### src/rtl/keypad_emulator.sv
// Keypad far-end model: plays back each accepted key code as bounce/press/hold/release/gap
// on active-low row returns, answering the column scan like a real 4x4 switch matrix.
module keypad_emulator #(
    parameter int HOLD_CYCLES   = 1000,
    parameter int GAP_CYCLES    = 500,
    parameter int BOUNCE_CYCLES = 40,
    parameter int BOUNCE_TOGGLE = 8,
    parameter int CNT_W         = 20
) (
    input  logic       Clk,
    input  logic       Reset,
    input  logic [3:0] KeyCode,
    input  logic       KeyValid,
    output logic       KeyReady,
    input  logic [3:0] Col,
    output logic [3:0] Row,
    output logic       Busy,
    output logic       Pressed,
    output logic       Done
);

    typedef enum logic [2:0] {
        IDLE,
        B_ON,
        HOLD,
        B_OFF,
        GAP
    } state_t;

    localparam bit               HAS_BOUNCE  = (BOUNCE_CYCLES > 0);
    localparam logic [CNT_W-1:0] HOLD_LAST   = CNT_W'(HOLD_CYCLES - 1);
    localparam logic [CNT_W-1:0] GAP_LAST    = CNT_W'(GAP_CYCLES - 1);
    localparam logic [CNT_W-1:0] BOUNCE_LAST = CNT_W'(HAS_BOUNCE ? BOUNCE_CYCLES - 1 : 0);
    localparam logic [CNT_W-1:0] TOGGLE_LAST = CNT_W'(BOUNCE_TOGGLE - 1);

    state_t           state_reg;
    logic [CNT_W-1:0] cnt_reg;
    logic [CNT_W-1:0] tog_reg;
    logic [3:0]       code_reg;
    logic             pressed_reg;
    logic             busy_reg;
    logic             ready_reg;
    logic             done_reg;
    logic [3:0]       row_reg;
    logic [3:0]       row_next;
    logic             col_hit;

    // The contact only conducts while its column is strobed low.
    assign col_hit = pressed_reg && !Col[code_reg[1:0]];

    generate
        for (genvar gi = 0; gi < 4; gi++) begin : g_row
            assign row_next[gi] = !(col_hit && (code_reg[3:2] == 2'(gi)));
        end
    endgenerate

    always_ff @(posedge Clk) begin
        if (Reset) begin
            state_reg   <= IDLE;
            cnt_reg     <= '0;
            tog_reg     <= '0;
            code_reg    <= '0;
            pressed_reg <= 1'b0;
            busy_reg    <= 1'b0;
            ready_reg   <= 1'b1;
            done_reg    <= 1'b0;
            row_reg     <= 4'hF;
        end else begin
            done_reg <= 1'b0;
            row_reg  <= row_next;
            case (state_reg)
                IDLE: begin
                    if (KeyValid && ready_reg) begin
                        code_reg    <= KeyCode;
                        cnt_reg     <= '0;
                        tog_reg     <= '0;
                        pressed_reg <= 1'b1;
                        busy_reg    <= 1'b1;
                        ready_reg   <= 1'b0;
                        state_reg   <= HAS_BOUNCE ? B_ON : HOLD;
                    end
                end
                B_ON, B_OFF: begin
                    if (cnt_reg == BOUNCE_LAST) begin
                        cnt_reg <= '0;
                        tog_reg <= '0;
                        if (state_reg == B_ON) begin
                            state_reg   <= HOLD;
                            pressed_reg <= 1'b1;
                        end else begin
                            state_reg   <= GAP;
                            pressed_reg <= 1'b0;
                        end
                    end else begin
                        cnt_reg <= cnt_reg + 1'b1;
                        // Chatter: flip the contact every BOUNCE_TOGGLE cycles.
                        if (tog_reg == TOGGLE_LAST) begin
                            tog_reg     <= '0;
                            pressed_reg <= ~pressed_reg;
                        end else begin
                            tog_reg <= tog_reg + 1'b1;
                        end
                    end
                end
                HOLD: begin
                    if (cnt_reg == HOLD_LAST) begin
                        cnt_reg     <= '0;
                        tog_reg     <= '0;
                        pressed_reg <= 1'b0;
                        state_reg   <= HAS_BOUNCE ? B_OFF : GAP;
                    end else begin
                        cnt_reg <= cnt_reg + 1'b1;
                    end
                end
                GAP: begin
                    if (cnt_reg == GAP_LAST) begin
                        cnt_reg   <= '0;
                        state_reg <= IDLE;
                        busy_reg  <= 1'b0;
                        ready_reg <= 1'b1;
                        done_reg  <= 1'b1;
                    end else begin
                        cnt_reg <= cnt_reg + 1'b1;
                    end
                end
                default: state_reg <= IDLE;
            endcase
        end
    end

    assign KeyReady = ready_reg;
    assign Row      = row_reg;
    assign Busy     = busy_reg;
    assign Pressed  = pressed_reg;
    assign Done     = done_reg;

endmodule

### config.mk
export PLATFORM = sky130hd
export DESIGN_NAME = keypad_emulator
export DESIGN_NICKNAME = d
export VERILOG_FILES = /design/src/rtl/keypad_emulator.sv
export SDC_FILE = /design/constraint.sdc
export NUM_CORES = 1
export LEC_CHECK = 0
export BUFFER_PORTS_ARGS = -buffer_cell sky130_fd_sc_hd__clkbuf_2
export CAP_MARGIN = 20
export CORE_MARGIN = 3
export CORE_UTILIZATION = 45
export CTS_CLUSTER_DIAMETER = 50
export DETAILED_ROUTE_END_ITERATION = 10
export HOLD_SLACK_MARGIN = 0.06
export MAX_ROUTING_LAYER = met4
export PLACE_DENSITY = 0.63
export SLEW_MARGIN = 10
export SYNTH_ARGS = -nofsm -noshare
export SYNTH_HDL_FRONTEND = slang
export SYNTH_SLANG_ARGS = --single-unit
### constraint.sdc
create_clock -name Clk -period 2.2 [get_ports Clk]
set_input_delay 0.33 -clock Clk [delete_from_list [all_inputs] [get_ports Clk]]
set_output_delay 0.33 -clock Clk [all_outputs]
set_load 0.01 [all_outputs]
==> summary.txt <==
GRT Total Usage -> 17.7%
Placed Area -> 0.00306 sq mm
CP top delay family -> simple AND/OR/NAND/NOR gates
#FFs+latches synth -> 55
Worst Setup End Kind -> flip-flop
DIE AREA -> 0.00713 sq mm
Min-Delay Endpoint -> code_reg[0]
Sw frac -> 25.9%
Max-cap violation count -> 0
Pleak -> 1.14 nW
Flop-to-flop setup slack -> 0.13 ns
Clock Path Buffers -> 2
Gpl congestion -> 0.902
Filler instances -> 553
Power, Total -> 1.80 mW
Fin util -> 54.8%
Layout Nets -> 378
Overflow after GRT -> 0
Cell count after placement -> 430
Detailed Route Iter0 Violations -> 97
Die extent in x -> 84.4 um
Worst path max stage delay -> 0.52 ns
Number of CTS-inserted buffers -> 5
Layout cell share with drive strength beyond 1 -> 15.3%
Crit path cell chain -> nor4_2 > and4_4 > a31o_1 > nand3_4 > or4_1 > a21oi_1
Layout Cells excl Fill -> 438
Worst-margin pin slew -> 0.439 ns
N_diodes -> 0
# clock sinks -> 55
First-pass GRT wire length -> 10.4 mm
Worst slew margin -> 70.8%
Syn_nets -> 348
DRC viols -> 0
Cell area power density -> 573 mW/mm^2
Slew Viols, Final -> 0
Slowest-stage cell, CP -> or4_1
CTS hold repair buffers -> 0
Core region area -> 0.00574 sq mm
Synthesis warning total -> 0
Worst vdd ir -> 0.000363 V
Worst skew pair latency -> 0.31 ns
Crit path required time -> 2.44 ns
TritonRoute pass-1 iters -> 5
HP Start -> KeyCode[0]
Routed Wire Length -> 5.99 mm
Clk slew on worst S/H paths -> 0.10 ns
Mapped Avg Cell Area -> 8.27 sq um
CP startpoint kind -> flip-flop
Post-DP HPWL -> 4.48 mm
Number of synthesized flops with an enable pin -> 0
Hold/Removal Path Class -> in -> reg
Initial antenna violation count -> 0
TritonCTS clock tree -> yes
Outcome -> complete, no violations
# IOs -> 19
Post_cts resized -> 0
Sequential area share after synthesis -> 39.8%
Fin crit period -> 2.07 ns
Largest net degree at the start of global routing -> 24
Final Setup Violations -> 0
Dpl ws -> 0.149 ns
Reg2Reg Depth -> 6
Via density -> 5.63
Crit Path Max Fanout -> 9
Worst r2r src -> cnt_reg[11]
Worst reg2reg endpoint -> tog_reg[19]
Synth top area share -> 39.8%
WHS -> 0.273 ns
Clk_skew -> 0.0117 ns
Critical path depth in cells -> 6
Syn Inst Count -> 335
Synth-to-Final Area Change -> 13.6%
Cell taking the most area after synthesis -> dfxtp_1
Synth top cells by count -> dfxtp_1 (55), nor2_1 (43), nand2_1 (23), nand3_1 (23), a21oi_1 (20)
Post-DR wirelength/cell -> 13.7 um
Post-route cell area -> 0.00315 sq mm
FFs w/ async S/R, synth -> 0%
Comb power frac -> 11.8%
Die span in y -> 84.4 um
Commonest register cell after synthesis -> dfxtp_1
Synth cell types -> 49
Internal -> 1.34 mW
Final period utilization -> 94.3%
Setup TNS -> 0 ns
Vias in the first global route -> 2300
Dominant cells by area after synthesis -> dfxtp_1 (40%), nor2_1 (5.8%), xor2_1 (4.7%), nand3_1 (4.2%), a21oi_1 (3.6%)
Core Rows -> 27
Most frequent cell after synthesis -> dfxtp_1
Psw -> 0.466 mW
Post-DRT Antenna Nets -> 0
Fmax -> 482 MHz
Final WS setup -> 0.125 ns
Critical path arrival -> 2.32 ns
Clock root buffer -> clkbuf_8
Htree depth -> 2
Fin. Hold Viols -> 0
WS Path Type -> reg -> reg
Netlist Area Pre-Place -> 0.00277 sq mm
RSZ-0062 raised after global routing -> false
WP buf/inv -> 0
Hold depth -> 3
Initial Util -> 48.2%
PortBufs -> 18
Vias -> 2468
Register share of total power -> 57.7%
Clk pwr share -> 30.5%
Postcts setup bufs -> 0
==> routing by layer <==
layer / wire length (um) / up-vias / global-route usage [%]
met3: 162 / 10 / 3.24
met4: 79 / 0 / 4.03
met5: 0 / - / -
li1: - / 1270 / -
met2: 2760 / 37 / 28.0
met1: 2980 / 1151 / 23.5
==> power groups by stage <==
stage / clock network, mW / registers (mW) / logic, mW
global placement: 0 / 1.06 / 0.213
finish: 0.549 / 1.04 / 0.213
CTS: 0.565 / 1.04 / 0.214
floorplan: 0 / 1.06 / 0.146
global route: 0.616 / 1.05 / 0.236
detailed placement: 0 / 1.06 / 0.213
==> worst register-to-register path, cell delays in order, from the launching register on <==
cell	delay [ns]
dfxtp_1	0.33
nor4_2	0.32
and4_4	0.30
a31o_1	0.27
nand3_4	0.15
or4_1	0.52
a21oi_1	0.14
==> kinds of logic after synthesis <==
logic type               after synthesis  synth area share [%]
adder cells (fa/ha/maj)                2                 0.904
multiplexers                           8                  3.34
XOR/XNOR                              19                  6.01
AND/OR/NAND/NOR                      163                  31.9
flip-flops                            55                  39.8
buffers and inverters                 28                  4.25
AO/OA/AOI/OAI                         60                  13.8
==> how the worst max path moves through the flow <==
stage	slack, ns	to	start
final	0.13	tog_reg[19]	cnt_reg[11]
after global routing	0.004	tog_reg[19]	cnt_reg[11]
after CTS	0.12	cnt_reg[16]	cnt_reg[7]
after detailed placement	0.15	cnt_reg[16]	cnt_reg[7]
after global placement	0.18	tog_reg[19]	cnt_reg[14]
after floorplan	0.21	cnt_reg[16]	cnt_reg[0]
==> cells in the final DEF (no fill, tap or decap), drive strengths merged, types with 4 or more instances in the layout <==
cell / n
nor4: 13
or4: 4
a31oi: 4
nor3: 8
and3: 8
buf: 20
nor2: 43
inv: 13
clkbuf: 24
xor2: 15
dfxtp: 55
and4: 4
nand3: 24
or3: 7
nand4: 15
nand2: 23
mux2i: 7
a21oi: 20
a21o: 4
nand3b: 7
xnor2: 4
o21ai: 13
==> layout make-up <==
cell class / count / area (sq um) / area share, %
Clock buffer: 6 / 72.6 / 2.31
Clock inverter: 2 / 12.5 / 0.398
Inverter: 13 / 48.8 / 1.55
Multi-Input combinational cell: 252 / 1550 / 49.3
Sequential cell: 55 / 1100 / 35.1
Tap cell: 72 / 90.1 / 2.86
Timing Repair Buffer: 38 / 265 / 8.43
No activity file was read; power rests on OpenSTA's default activity.
